$ cat src/rtl/change_dispenser_if.sv
// Vending-controller / coin-hopper side signals of the change dispenser.
// The master drives transactions and hopper ready; the slave is the dispenser.
interface change_dispenser_if;
  logic [7:0] MO;
  logic [1:0] PO;
  logic       coin_rdy;
  logic       coin_vld;
  logic [1:0] coin_sel;
  logic       item_vld;
  logic [1:0] item_id;
  logic       busy;
  logic       done;
  logic       ovf;

  modport master (
    output MO, PO, coin_rdy,
    input  coin_vld, coin_sel, item_vld, item_id, busy, done, ovf
  );

  modport slave (
    input  MO, PO, coin_rdy,
    output coin_vld, coin_sel, item_vld, item_id, busy, done, ovf
  );
endinterface

$ cat src/rtl/change_dispenser.sv
// Change dispenser: releases the product as a one-cycle strobe and pays the
// change out one coin at a time, largest denomination first, over a
// valid/ready handshake. A single pending entry holds a transaction that
// arrives while a previous one is still being dispensed.
module change_dispenser #(
  parameter int unsigned D0 = 50,
  parameter int unsigned D1 = 10,
  parameter int unsigned D2 = 5,
  parameter int unsigned D3 = 1
) (
  input  logic               clk,
  input  logic               rst,
  change_dispenser_if.slave  bus
);

  typedef enum logic [1:0] {IDLE, DISPENSE, FINISH, LOADP} state_t;

  localparam logic [7:0] DEN0 = 8'(D0);
  localparam logic [7:0] DEN1 = 8'(D1);
  localparam logic [7:0] DEN2 = 8'(D2);
  localparam logic [7:0] DEN3 = 8'(D3);

  state_t     state, state_nxt;
  logic [7:0] remaining, remaining_nxt;
  logic       item_vld_q, item_vld_nxt;
  logic [1:0] item_id_q, item_id_nxt;
  logic       pend_vld, pend_vld_nxt;
  logic [7:0] pend_mo, pend_mo_nxt;
  logic [1:0] pend_po, pend_po_nxt;
  logic       ovf_q, ovf_nxt;

  logic       arrival;
  logic [1:0] sel;
  logic [7:0] denom;
  logic [7:0] rem_sub;

  assign arrival = (bus.MO != '0) || (bus.PO != '0);
  assign rem_sub = remaining - denom;

  // Pick the largest denomination that still fits into the remaining amount.
  always_comb begin
    sel   = 2'd3;
    denom = DEN3;
    if (remaining >= DEN0) begin
      sel   = 2'd0;
      denom = DEN0;
    end else if (remaining >= DEN1) begin
      sel   = 2'd1;
      denom = DEN1;
    end else if (remaining >= DEN2) begin
      sel   = 2'd2;
      denom = DEN2;
    end
  end

  // Next-state, capture/load of transactions and pending-buffer bookkeeping.
  always_comb begin
    state_nxt     = state;
    remaining_nxt = remaining;
    item_vld_nxt  = 1'b0;
    item_id_nxt   = '0;
    pend_vld_nxt  = pend_vld;
    pend_mo_nxt   = pend_mo;
    pend_po_nxt   = pend_po;
    ovf_nxt       = ovf_q;

    unique case (state)
      IDLE: begin
        if (arrival) begin
          remaining_nxt = bus.MO;
          item_vld_nxt  = (bus.PO != '0);
          item_id_nxt   = bus.PO;
          state_nxt     = (bus.MO != '0) ? DISPENSE : FINISH;
        end
      end
      DISPENSE: begin
        if (bus.coin_rdy) begin
          remaining_nxt = rem_sub;
          if (rem_sub == '0) state_nxt = FINISH;
        end
      end
      FINISH: begin
        // An arrival in this cycle lands in an empty buffer below, so it
        // must also steer us to LOADP rather than back to IDLE.
        state_nxt = (pend_vld || arrival) ? LOADP : IDLE;
      end
      LOADP: begin
        remaining_nxt = pend_mo;
        item_vld_nxt  = (pend_po != '0);
        item_id_nxt   = pend_po;
        state_nxt     = (pend_mo != '0) ? DISPENSE : FINISH;
        pend_vld_nxt  = 1'b0;
      end
      default: state_nxt = IDLE;
    endcase

    // Arrivals while busy; the LOADP slot is free because it is being drained.
    if (arrival && (state != IDLE)) begin
      if (!pend_vld || (state == LOADP)) begin
        pend_vld_nxt = 1'b1;
        pend_mo_nxt  = bus.MO;
        pend_po_nxt  = bus.PO;
      end else begin
        ovf_nxt = 1'b1;
      end
    end
  end

  // State and datapath registers.
  always_ff @(posedge clk or posedge rst) begin
    if (rst) begin
      state      <= IDLE;
      remaining  <= '0;
      item_vld_q <= 1'b0;
      item_id_q  <= '0;
      pend_vld   <= 1'b0;
      pend_mo    <= '0;
      pend_po    <= '0;
      ovf_q      <= 1'b0;
    end else begin
      state      <= state_nxt;
      remaining  <= remaining_nxt;
      item_vld_q <= item_vld_nxt;
      item_id_q  <= item_id_nxt;
      pend_vld   <= pend_vld_nxt;
      pend_mo    <= pend_mo_nxt;
      pend_po    <= pend_po_nxt;
      ovf_q      <= ovf_nxt;
    end
  end

  assign bus.coin_vld = (state == DISPENSE);
  assign bus.coin_sel = (state == DISPENSE) ? sel : '0;
  assign bus.item_vld = item_vld_q;
  assign bus.item_id  = item_id_q;
  assign bus.busy     = (state != IDLE);
  assign bus.done     = (state == FINISH);
  assign bus.ovf      = ovf_q;

endmodule

$ cat src/flat_wrapper.sv
// flat-port wrapper written by rule: the top's interface ports become plain ports
module change_dispenser_flat 
#(
  parameter int unsigned D0 = 50,
  parameter int unsigned D1 = 10,
  parameter int unsigned D2 = 5,
  parameter int unsigned D3 = 1
)
  (clk, rst, bus_MO, bus_PO, bus_coin_rdy, bus_coin_vld, bus_coin_sel, bus_item_vld, bus_item_id, bus_busy, bus_done, bus_ovf);
  change_dispenser_if bus_i ();
  input  logic clk;
  input  logic rst;
  input wire logic [$bits(bus_i.MO)-1:0] bus_MO;
  input wire logic [$bits(bus_i.PO)-1:0] bus_PO;
  input wire logic [$bits(bus_i.coin_rdy)-1:0] bus_coin_rdy;
  output wire logic [$bits(bus_i.coin_vld)-1:0] bus_coin_vld;
  output wire logic [$bits(bus_i.coin_sel)-1:0] bus_coin_sel;
  output wire logic [$bits(bus_i.item_vld)-1:0] bus_item_vld;
  output wire logic [$bits(bus_i.item_id)-1:0] bus_item_id;
  output wire logic [$bits(bus_i.busy)-1:0] bus_busy;
  output wire logic [$bits(bus_i.done)-1:0] bus_done;
  output wire logic [$bits(bus_i.ovf)-1:0] bus_ovf;
  assign bus_i.MO = bus_MO;
  assign bus_i.PO = bus_PO;
  assign bus_i.coin_rdy = bus_coin_rdy;
  assign bus_coin_vld = bus_i.coin_vld;
  assign bus_coin_sel = bus_i.coin_sel;
  assign bus_item_vld = bus_i.item_vld;
  assign bus_item_id = bus_i.item_id;
  assign bus_busy = bus_i.busy;
  assign bus_done = bus_i.done;
  assign bus_ovf = bus_i.ovf;
  change_dispenser #(.D0(D0), .D1(D1), .D2(D2), .D3(D3)) u_core (.clk(clk), .rst(rst), .bus(bus_i));
endmodule
$ cat config.mk
export PLATFORM = sky130hd
export DESIGN_NAME = change_dispenser_flat
export DESIGN_NICKNAME = d
export VERILOG_FILES = /design/src/rtl/change_dispenser_if.sv /design/src/rtl/change_dispenser.sv /design/src/flat_wrapper.sv
export SDC_FILE = /design/constraint.sdc
export NUM_CORES = 1
export LEC_CHECK = 0
export CAP_MARGIN = 30
export CORE_MARGIN = 2
export CORE_UTILIZATION = 59
export DETAILED_ROUTE_END_ITERATION = 12
export MAX_ROUTING_LAYER = met4
export PLACE_DENSITY = 0.84
export SLEW_MARGIN = 30
export SYNTH_ARGS = -nofsm -noshare
export SYNTH_HDL_FRONTEND = slang
export SYNTH_SLANG_ARGS = --single-unit
export TNS_END_PERCENT = 5
$ cat constraint.sdc
create_clock -name clk -period 5 [get_ports clk]
set_clock_uncertainty 0.15 [all_clocks]
set_input_delay 1 -clock clk [delete_from_list [all_inputs] [get_ports clk]]
set_output_delay 1 -clock clk [all_outputs]
set_load 0.05 [all_outputs]
======== Word level (Yosys, flattened, before mapping) ========
Cells that the tools add are included.
word-level totals
  register bits after elaboration ......... 25
  input bits .............................. 13
  output and inout port bits .............. 9
  logic and storage cells ................. 60
cells by class
  add/subtract/negate cells ............... 1
  magnitude comparators ................... 3
  eq/ne operators ......................... 6
  mux-type cells .......................... 24
  bitwise gates (word level) .............. 1
  reductions and logical operators ........ 17
operator list
  cell                number
  $mux 8              4
  $pmux 8 s3          1
  $mux 2              10
  $reduce_bool 8->1   2
  $ge 8x3->1 const B  1
  $ge 8x4->1 const B  1
  $ge 8x6->1 const B  1
  $logic_not 8->1     1
  $pmux 2 s4          1
  $sub 8x8->8         1
  $reduce_and 3->1    2
  $reduce_bool 2->1   3
  $mux 1              5
  $eq 2x2->1 const B  2
  $ne 2x1->1 const B  2
  $pmux 2 s2          1
  $reduce_and 2->1    2
  $logic_or 1x1->1    3
  $mux 3              1
  $reduce_bool 3->1   1
  $eq 2x1->1 const B  1
  $logic_not 2->1     1
  $ne 2x2->1 const B  1
  $pmux 1 s2          1
  3 further kinds     3

======== Logic depth before layout (Yosys ltp) ========
Gate-level depths: netlist (run 1).
  word-level depth ........................ 9
  depth in mapped cells ................... 11
  gate-level depth less buffers ........... 11

======== Least setup slack after synthesis (run 1) ========
OpenSTA, ideal clock, no wires.
  path type ............................... reg-to-output
  start point ............................. reg u_core.state[1]
  end point ............................... out bus_coin_sel[0]
  arrival time ............................ 1.765 ns
  data required time ...................... 3.850 ns
  slack ................................... 2.085 ns
  stages on the path, launching flop included .. 5
  path buffers ............................ 1
  cells stage by stage .................... dfrtp_1 inv_1 ha_1 clkbuf_1 and3_1
on the way
  longest elaborated chain between the ends .. 2
RTL lines
  what                    RTL line                 RTL
  from (decl)             change_dispenser.sv:23   state_t state, state_nxt;
  from (signal assigned)  change_dispenser.sv:121  state <= state_nxt;
  $eq 2x1->1              -
  named net bus_coin_vld  flat_wrapper.sv:16       output wire logic [$bits(bus_i.coin_vld)-1:0] bus_coin_vld;
  $mux 2                  change_dispenser.sv:133  assign bus.coin_sel = (state == DISPENSE) ? sel : '0;
  to (decl)               flat_wrapper.sv:17       output wire logic [$bits(bus_i.coin_sel)-1:0] bus_coin_sel;
The timed path passes the listed nets, and every way through them passes these cells.

======== Final worst setup path (run 1) ========
  start point ............................. reg u_core.remaining[1]
  end point ............................... out bus_coin_sel[0]
on the way
  longest elaborated chain between the ends .. 5
  elaborated cells on any way between the ends .. 7
  those cells by class .................... order compare: 3; mux: 4
RTL lines
  what                    RTL line                 RTL
  from (decl)             change_dispenser.sv:24   logic [7:0] remaining, remaining_nxt;
  from (signal assigned)  change_dispenser.sv:122  remaining <= remaining_nxt;
  $ge 8x3->1              change_dispenser.sv:50   end else if (remaining >= DEN2) begin
  $mux 1                  change_dispenser.sv:50
  $mux 2                  change_dispenser.sv:47   end else if (remaining >= DEN1) begin
  $mux 2 (*)              change_dispenser.sv:44   if (remaining >= DEN0) begin
  $mux 2 (*)              change_dispenser.sv:133
Mark *: on every way between the ends. The rest lies on a longest branch, timed or not.

==> impl.org, run 1 <==
** Status
- Outcome :: finished, final reports clean

** Cells and area
- Count of placed standard cells in the final layout, fillers left out :: 230
- Once layout is complete, the utilization of the core stands at 71.1%.
- Fill cells in the final layout number 221.
- The multi-input combinational cells in the finished layout cover a total of 1000 um^2.
- Inserted Diodes :: 0
- Compared with the post-synthesis result, the final layout area differs by 14.0%.
- The final layout contains 225 nets.
- Seq. cell area :: 626 um^2
- The post-route netlist has 11.1% of its cells at a drive strength greater than 1.

** Global route
- Total GRT Usage :: 23.7%
- Overall overflow remaining after global route :: 0
- Pin count of the biggest net entering global routing :: 26
- Number of global-route vias before repair :: 1363
- The first global-routing pass estimated 6030 um of wire.
- The number of antenna violations at the first check in global routing was 0.

** STA
- For this run, the top clock speed supported by timing is 267 MHz.
- Final hold viol count :: 0
- Setup slack on the critical path of the routed design comes to 1.25 ns.
- Setup repair after global routing missed its margin :: false
- The max-slew violation total from the final report is 0.
- Adding up every negative setup slack in the final design gives 0 ns.
- Final-report setup violation count :: 0
- Dividing the final minimum period by the clock period gives 74.9%.
- After layout, the minimum clock period comes to 3.75 ns.
- At the pin with the least slew margin, the transition time is 0.538 ns.
- In this run the tightest slew margin relative to its limit is 64.1%.

** Clocking
- TritonCTS built the clock tree.
- The clock passes through at most 2 buffers.
- After clock tree synthesis, the flow added hold-fix buffers numbering 0.
- Clock Latency Late Sink :: 0.31 ns
- Clock tree sinks :: 25
- In this run the post-CTS setup repair buffer count came out at 0.
- TritonCTS created 3 clock buffers.
- After clock tree synthesis, the clock-pin slew on the worst setup and hold paths is 0.12 ns.
- Root buf cell :: sky130_fd_sc_hd__clkbuf_4
- In this run the number of H-tree levels came out at 1.
- Post-cts resize count :: 0

** Placed design
- The congestion estimate from routability-driven global placement came to 0.939.
- Dpl hpwl :: 2880 um
- Count of buffers from port buffering :: 21
- Instance count after placement with tap cells included :: 226
- Worst setup slack before clock tree synthesis :: 1.64 ns

** Synth
- Summing every instance area after synthesis gives 1720 um^2.
- Register area share after synthesis :: 36.4%
- Yosys printed 0 warnings.
- Average cell area after synthesis :: 9.50 um^2
- Main flop type after synthesis :: sky130_fd_sc_hd__dfrtp_1
- Synthesis produced a netlist with a net count of 206.
- Counting distinct cell types in the post-synthesis netlist gives 47.
- Number of flops mapped to enable cells by yosys :: 0
- After synthesis the netlist holds a flip-flop and latch count of 25.
- Synthesis produced 181 cells.
- In the synthesized netlist the async set-or-reset flop fraction comes to 100%.

** Detailed routing
- Summing over every cut layer, the via total after detailed routing is 1429.
- The routed design uses 141 um of met3 wire.
- Routed WL :: 3640 um
- Number of design rule violations left after detail routing :: 0
- The detail route stage leaves a number of antenna-violating nets equal to 0.
- For this block, wires on met1 add up to 1610 um.
- The first detailed-routing pass ran for 5 iterations.
- In the routed layout, each cell is associated on average with a via count of 6.21.
- Post-DR wirelength/cell :: 15.8 um
- In this run, the number of DRC markers left after iteration 0 of detailed routing was 94.
- Length of routed met2 wiring :: 1810 um
- Top routing layer in use :: met4

** Job
- The tool flagged a number of max-cap violations equal to 0.

** Worst setup path
- Data on the critical path is required at its endpoint by 3.85 ns.
- For flop-to-flop paths, the worst setup slack is 1.76 ns.
- The worst setup path is launched from a flip-flop.
- The critical path is of the flip-flop to output port type.
- Walking the worst path, the cells encountered are o311a_1, nor3_1, and3_1, clkdlybuf4s50_1.
- The worst setup path is captured at an output port.
- CP max FO :: 6
- Max incr delay on CP :: 0.79 ns
- Worst endpoint data arrival time :: 2.60 ns
- Crit-path slowest cell :: sky130_fd_sc_hd__clkdlybuf4s50_1

** Floorplanning
- Core Box Area :: 2760 um^2
- Starting density of the core :: 62.4%
- Number of placed I/O pins :: 22
- Measured along the y axis, the die boundary spans 58 um.
- The die is 58 um wide.
- FP Rows :: 19
- The die covers 3360 um^2.

** Min path
- The min-delay analysis places its worst path in the category flip-flop to flip-flop.
-- layer usage --
metal  up-vias  track usage (%)
li1        696                -
met5         -                -
met4         0             8.64
met3        17             3.35
met2        39             40.3
met1       677             28.8
-- cells in the mapped netlist, types with 2 or more instances --
master | instances | area [um^2]
sky130_fd_sc_hd__a211oi_2 | 2 | 25.0
sky130_fd_sc_hd__a21oi_1 | 11 | 55.1
sky130_fd_sc_hd__a22o_1 | 5 | 43.8
sky130_fd_sc_hd__a22oi_1 | 3 | 22.5
sky130_fd_sc_hd__a31oi_1 | 2 | 12.5
sky130_fd_sc_hd__and3_1 | 3 | 18.8
sky130_fd_sc_hd__clkbuf_1 | 5 | 18.8
sky130_fd_sc_hd__dfrtp_1 | 25 | 626
sky130_fd_sc_hd__ha_1 | 11 | 138
sky130_fd_sc_hd__inv_1 | 15 | 56.3
sky130_fd_sc_hd__mux2_1 | 3 | 33.8
sky130_fd_sc_hd__mux2_2 | 8 | 90.1
sky130_fd_sc_hd__nand2_1 | 17 | 63.8
sky130_fd_sc_hd__nand2b_1 | 3 | 18.8
sky130_fd_sc_hd__nor2_1 | 11 | 41.3
sky130_fd_sc_hd__nor3_1 | 2 | 10.0
sky130_fd_sc_hd__nor4_1 | 6 | 37.5
sky130_fd_sc_hd__o21a_1 | 2 | 15.0
sky130_fd_sc_hd__o21ai_0 | 17 | 85.1
sky130_fd_sc_hd__xnor2_1 | 2 | 17.5
sky130_fd_sc_hd__xor2_1 | 2 | 17.5
-- registers in the layout, indices dropped and copies added (netlist names) --
signal / count
u_core.state: 2
u_core.remaining: 8
u_core.pend_vld: 1
u_core.bus.item_id: 2
u_core.bus.item_vld: 1
u_core.pend_po: 2
u_core.bus.ovf: 1
u_core.pend_mo: 8
-- kinds of logic (layout without fill, tap and decap cells) --
family	after synthesis	count (layout)	synth area share, %
AOI/OAI and AO/OA	56	56	23.1
muxes	13	13	8.65
buffers and inverters	22	40	5.31
and+or+nand+nor	49	49	15.4
adders and majority gates	12	12	9.16
DFF	25	25	36.4
xor gates and xnor gates	4	4	2.04
-- stage by stage --
step / instance area, um^2 / hold WS, ns
2_1_floorplan: 1720 / 0.322
3_3_place_gp: 1930 / 0.304
3_5_place_dp: 1930 / 0.306
4_1_cts: 1960 / 0.340
5_1_grt: 1960 / 0.364
6_report: 1960 / 0.334
-- cell type report --
type,instances,area share [%]
Multi-Input combinational cell,134,51.2
Sequential cell,25,31.9
Timing Repair Buffer,21,10.7
Inverter,15,2.87
Tap cell,31,1.98
Clock buffer,4,1.34
-- critical path: cells and delay by family, from the launching register on --
kind,cells,cell delay (ns)
AO/OA/AOI/OAI,1,0.37
buffers and inverters,1,0.79
flip-flops,1,0.46
AND/OR/NAND/NOR,2,0.64
-- placed cells by master, fill, tap and decap left out, types with 2 or more instances in the layout --
cell	n
sky130_fd_sc_hd__a211oi_2	2
sky130_fd_sc_hd__a21oi_1	11
sky130_fd_sc_hd__a22o_1	5
sky130_fd_sc_hd__a22oi_1	3
sky130_fd_sc_hd__a31oi_1	2
sky130_fd_sc_hd__and3_1	3
sky130_fd_sc_hd__clkbuf_4	3
sky130_fd_sc_hd__clkdlybuf4s50_1	21
sky130_fd_sc_hd__dfrtp_1	25
sky130_fd_sc_hd__ha_1	11
sky130_fd_sc_hd__inv_1	14
sky130_fd_sc_hd__mux2_1	3
sky130_fd_sc_hd__mux2_2	8
sky130_fd_sc_hd__nand2_1	17
sky130_fd_sc_hd__nand2b_1	3
sky130_fd_sc_hd__nor2_1	11
sky130_fd_sc_hd__nor3_1	2
sky130_fd_sc_hd__nor4_1	6
sky130_fd_sc_hd__o21a_1	2
sky130_fd_sc_hd__o21ai_0	17
sky130_fd_sc_hd__xnor2_1	2
sky130_fd_sc_hd__xor2_1	2
-- worst paths after layout --
| check | depth (start not counted) | end | start |
|---|---|---|---|
| max | 4 | bus_coin_sel[0] | u_core.remaining[1] |
| min in group asynchronous | 2 | u_core.pend_mo[2] | rst |
| max reg2reg | 10 | u_core.state[1] | u_core.remaining[1] |
| min reg2reg | 1 | u_core.bus.ovf | u_core.bus.ovf |
| min | 1 | u_core.bus.ovf | u_core.bus.ovf |
| max in group asynchronous | 2 | u_core.bus.item_vld | rst |
Power of run 1 is not shown: default switching activity piles up to over one toggle a cycle in this logic, so the estimate is an artifact.
==> run 2: changes to the inputs <==
--- a/config.mk
+++ b/config.mk
@@ -7,10 +7,10 @@
 export LEC_CHECK = 0
 export CAP_MARGIN = 30
 export CORE_MARGIN = 2
-export CORE_UTILIZATION = 59
+export CORE_UTILIZATION = 50
 export DETAILED_ROUTE_END_ITERATION = 12
 export MAX_ROUTING_LAYER = met4
-export PLACE_DENSITY = 0.84
+export PLACE_DENSITY = 0.76
 export SLEW_MARGIN = 30
 export SYNTH_ARGS = -nofsm -noshare
 export SYNTH_HDL_FRONTEND = slang
==> constraint.sdc (replaced) <==
create_clock -name clk -period 3.05 [get_ports clk]
set_clock_uncertainty 0.15 [all_clocks]
set_input_delay 0.61 -clock clk [delete_from_list [all_inputs] [get_ports clk]]
set_output_delay 0.61 -clock clk [all_outputs]
set_load 0.05 [all_outputs]
==> impl.org, run 2 (synthesis gave the netlist of run 1 again) <==
** Detailed routing
- Post-DR wirelength/cell :: 15.2 um
- Vias :: 1484
- Antenna violation net count after detailed routing :: 0
- 1st-iter DRT viols :: 59
- For this run, design rule violations remaining after detail routing come to 0.
- DRT Pass-1 Iters :: 4
- In the routed layout, each cell is associated on average with a via count of 5.66.
- The routed design has 3990 um of wire.

** Status
- The flow ran to the end, and the final reports show no timing, DRC or antenna violations.

** Placed design
- Detailed placement finished with a half-perimeter wire length of 3020 um.
- Buffers placed on the I/O ports in this run total 21.
- Including well taps, the total number of placed cells is 248.
- At the end of routability-driven placement, the weighted congestion stood at 0.843.

** Global route
- Wire length of the first global-routing pass :: 6480 um
- Global routing used 20.8% of the available tracks.
- Number of global-route vias before repair :: 1445
- Overall overflow remaining after global route :: 0
- Pin count of the biggest net entering global routing :: 26
- Number of antenna violations at the first check in global routing :: 0

** STA
- Shortest period the worst path allows :: 2.96 ns
- The final count of hold timing violations is 0.
- Final-report setup violation count :: 0
- The worst pin sits at a relative slew slack of 65.8%.
- Final number of max-transition violations :: 0
- Setup tns final :: 0 ns
- The tightest hold path in the finished design has a slack of 0.338 ns.
- Derived from the worst setup path, the maximum achievable clock frequency is 337 MHz.
- Ratio of final minimum period to clock period :: 97.2%
- Worst-margin pin slew :: 0.513 ns

** Cells and area
- The final layout contains 242 nets.
- Relative area change from synthesis to final layout :: 25.9%
- Leaving out fill and tap cells, the most frequent cell in the layout is sky130_fd_sc_hd__dfrtp_1.
- Most frequent cells in the layout :: sky130_fd_sc_hd__dfrtp_1, sky130_fd_sc_hd__clkdlybuf4s50_1, sky130_fd_sc_hd__buf_4
- The post-route netlist has 23.1% of its cells at a drive strength greater than 1.
- The largest registers in the layout are u_core.pend_mo x8, u_core.remaining x8.
- Count of placed standard cells in the final layout, fillers left out :: 262
- 0 antenna diodes ended up in the layout.
- Final core occ :: 65.4%

** Worst setup path
- CP max FO :: 4
- Max incr delay on CP :: 0.42 ns
- For the worst setup path, the data arrival time is 3.03 ns.
- The setup path with the least slack is of type flip-flop to flip-flop.
- CP endpoint kind :: flip-flop
- The signal on the critical path passes through o21ai_0, nand2_2, inv_2, ha_1, fa_1, nand2b_4, a211oi_2, nor4_1, a311o_1, a31oi_4, mux2_4.
- Crit path required time :: 3.12 ns
- The slowest stage of the critical path belongs to the cell sky130_fd_sc_hd__fa_1.
- The worst setup path is launched from a flip-flop.

** Min path
- Kind of path behind the tightest hold check :: flip-flop to flip-flop

** Floorplanning
- The initial utilization of the core area, before any placement, comes to 52.0%.
- FP Rows :: 21
- Core Box Area :: 3310 um^2
- X dimension of the die :: 62.7 um
- Total die area :: 3930 um^2
- From bottom edge to top edge, the die measures 62.7 um.
- 22 I/O pins were placed.

** Clocking
- In this run the number of H-tree levels came out at 1.
- The longest clock path from root to sink contains 2 buffers.
- Clock Latency Late Sink :: 0.31 ns
- Root buf cell :: sky130_fd_sc_hd__clkbuf_4
- Clock tree sinks :: 25
- Counting the buffers created by CTS gives 3.
- TritonCTS built the clock tree.
- Clock-pin slew was measured on the worst setup and hold paths at 0.13 ns.

** Job
- Max cap viols :: 0
run 2: path summary, 6_finish.rpt:
check                                          from                   to  slack (ns)  cells after the start
worst min-delay path                 u_core.bus.ovf       u_core.bus.ovf        0.34                      1
worst max register to register  u_core.remaining[2]      u_core.state[1]        0.09                     11
worst max-delay path            u_core.remaining[2]      u_core.state[1]        0.09                     11
min in group asynchronous                       rst    u_core.pend_mo[6]        0.48                      3
max in group asynchronous                       rst  u_core.remaining[4]        2.04                      3
worst min register to register       u_core.bus.ovf       u_core.bus.ovf        0.34                      1
run 2: worst max-delay path: cells and delay by family, from the launching register on:
family                   cells  cell delay [ns]
AO/OA/AOI/OAI                4             0.92
adder cells (fa/ha/maj)      2             0.63
buffers and inverters        1             0.06
flip-flops                   1             0.41
multiplexers                 1             0.31
AND/OR/NAND/NOR              3             0.39
run 2: metal layers:
metal | up-vias | share of wire (%) | global-route usage, %
met5 | - | 0 | -
met2 | 19 | 53 | 37.5
met1 | 727 | 44 | 24.9
met3 | 6 | 1.6 | 1.26
met4 | 0 | 1.5 | 6.67
li1 | 732 | - | -
run 2: final cells by class:
cell class	instances	area, um^2
Sequential cell	25	626
Fill cell	290	1140
Inverter	15	56.3
Clock buffer	4	26.3
Timing Repair Buffer	38	333
Multi-Input combinational cell	134	1070
Tap cell	46	57.6
run 2: repair_timing:
| action | in CTS | in global routing |
|---|---|---|
| resized for setup | 0 | 13 |
| hold buffers | 0 | 0 |
| buffers inserted | 4 | 6 |
| pin swaps | 1 | 5 |
| endpoints found under the setup margin | 1 | 3 |
run 2: stage by stage:
stage	setup WS [ns]	area, um^2
after floorplan	0.146	1720
after global placement	0.0352	2000
after detailed placement	-0.0190	2000
after CTS	0.000359	2060
after global routing	-0.0542	2170
final	0.0853	2170
Power of run 2 is left out for the same reason.
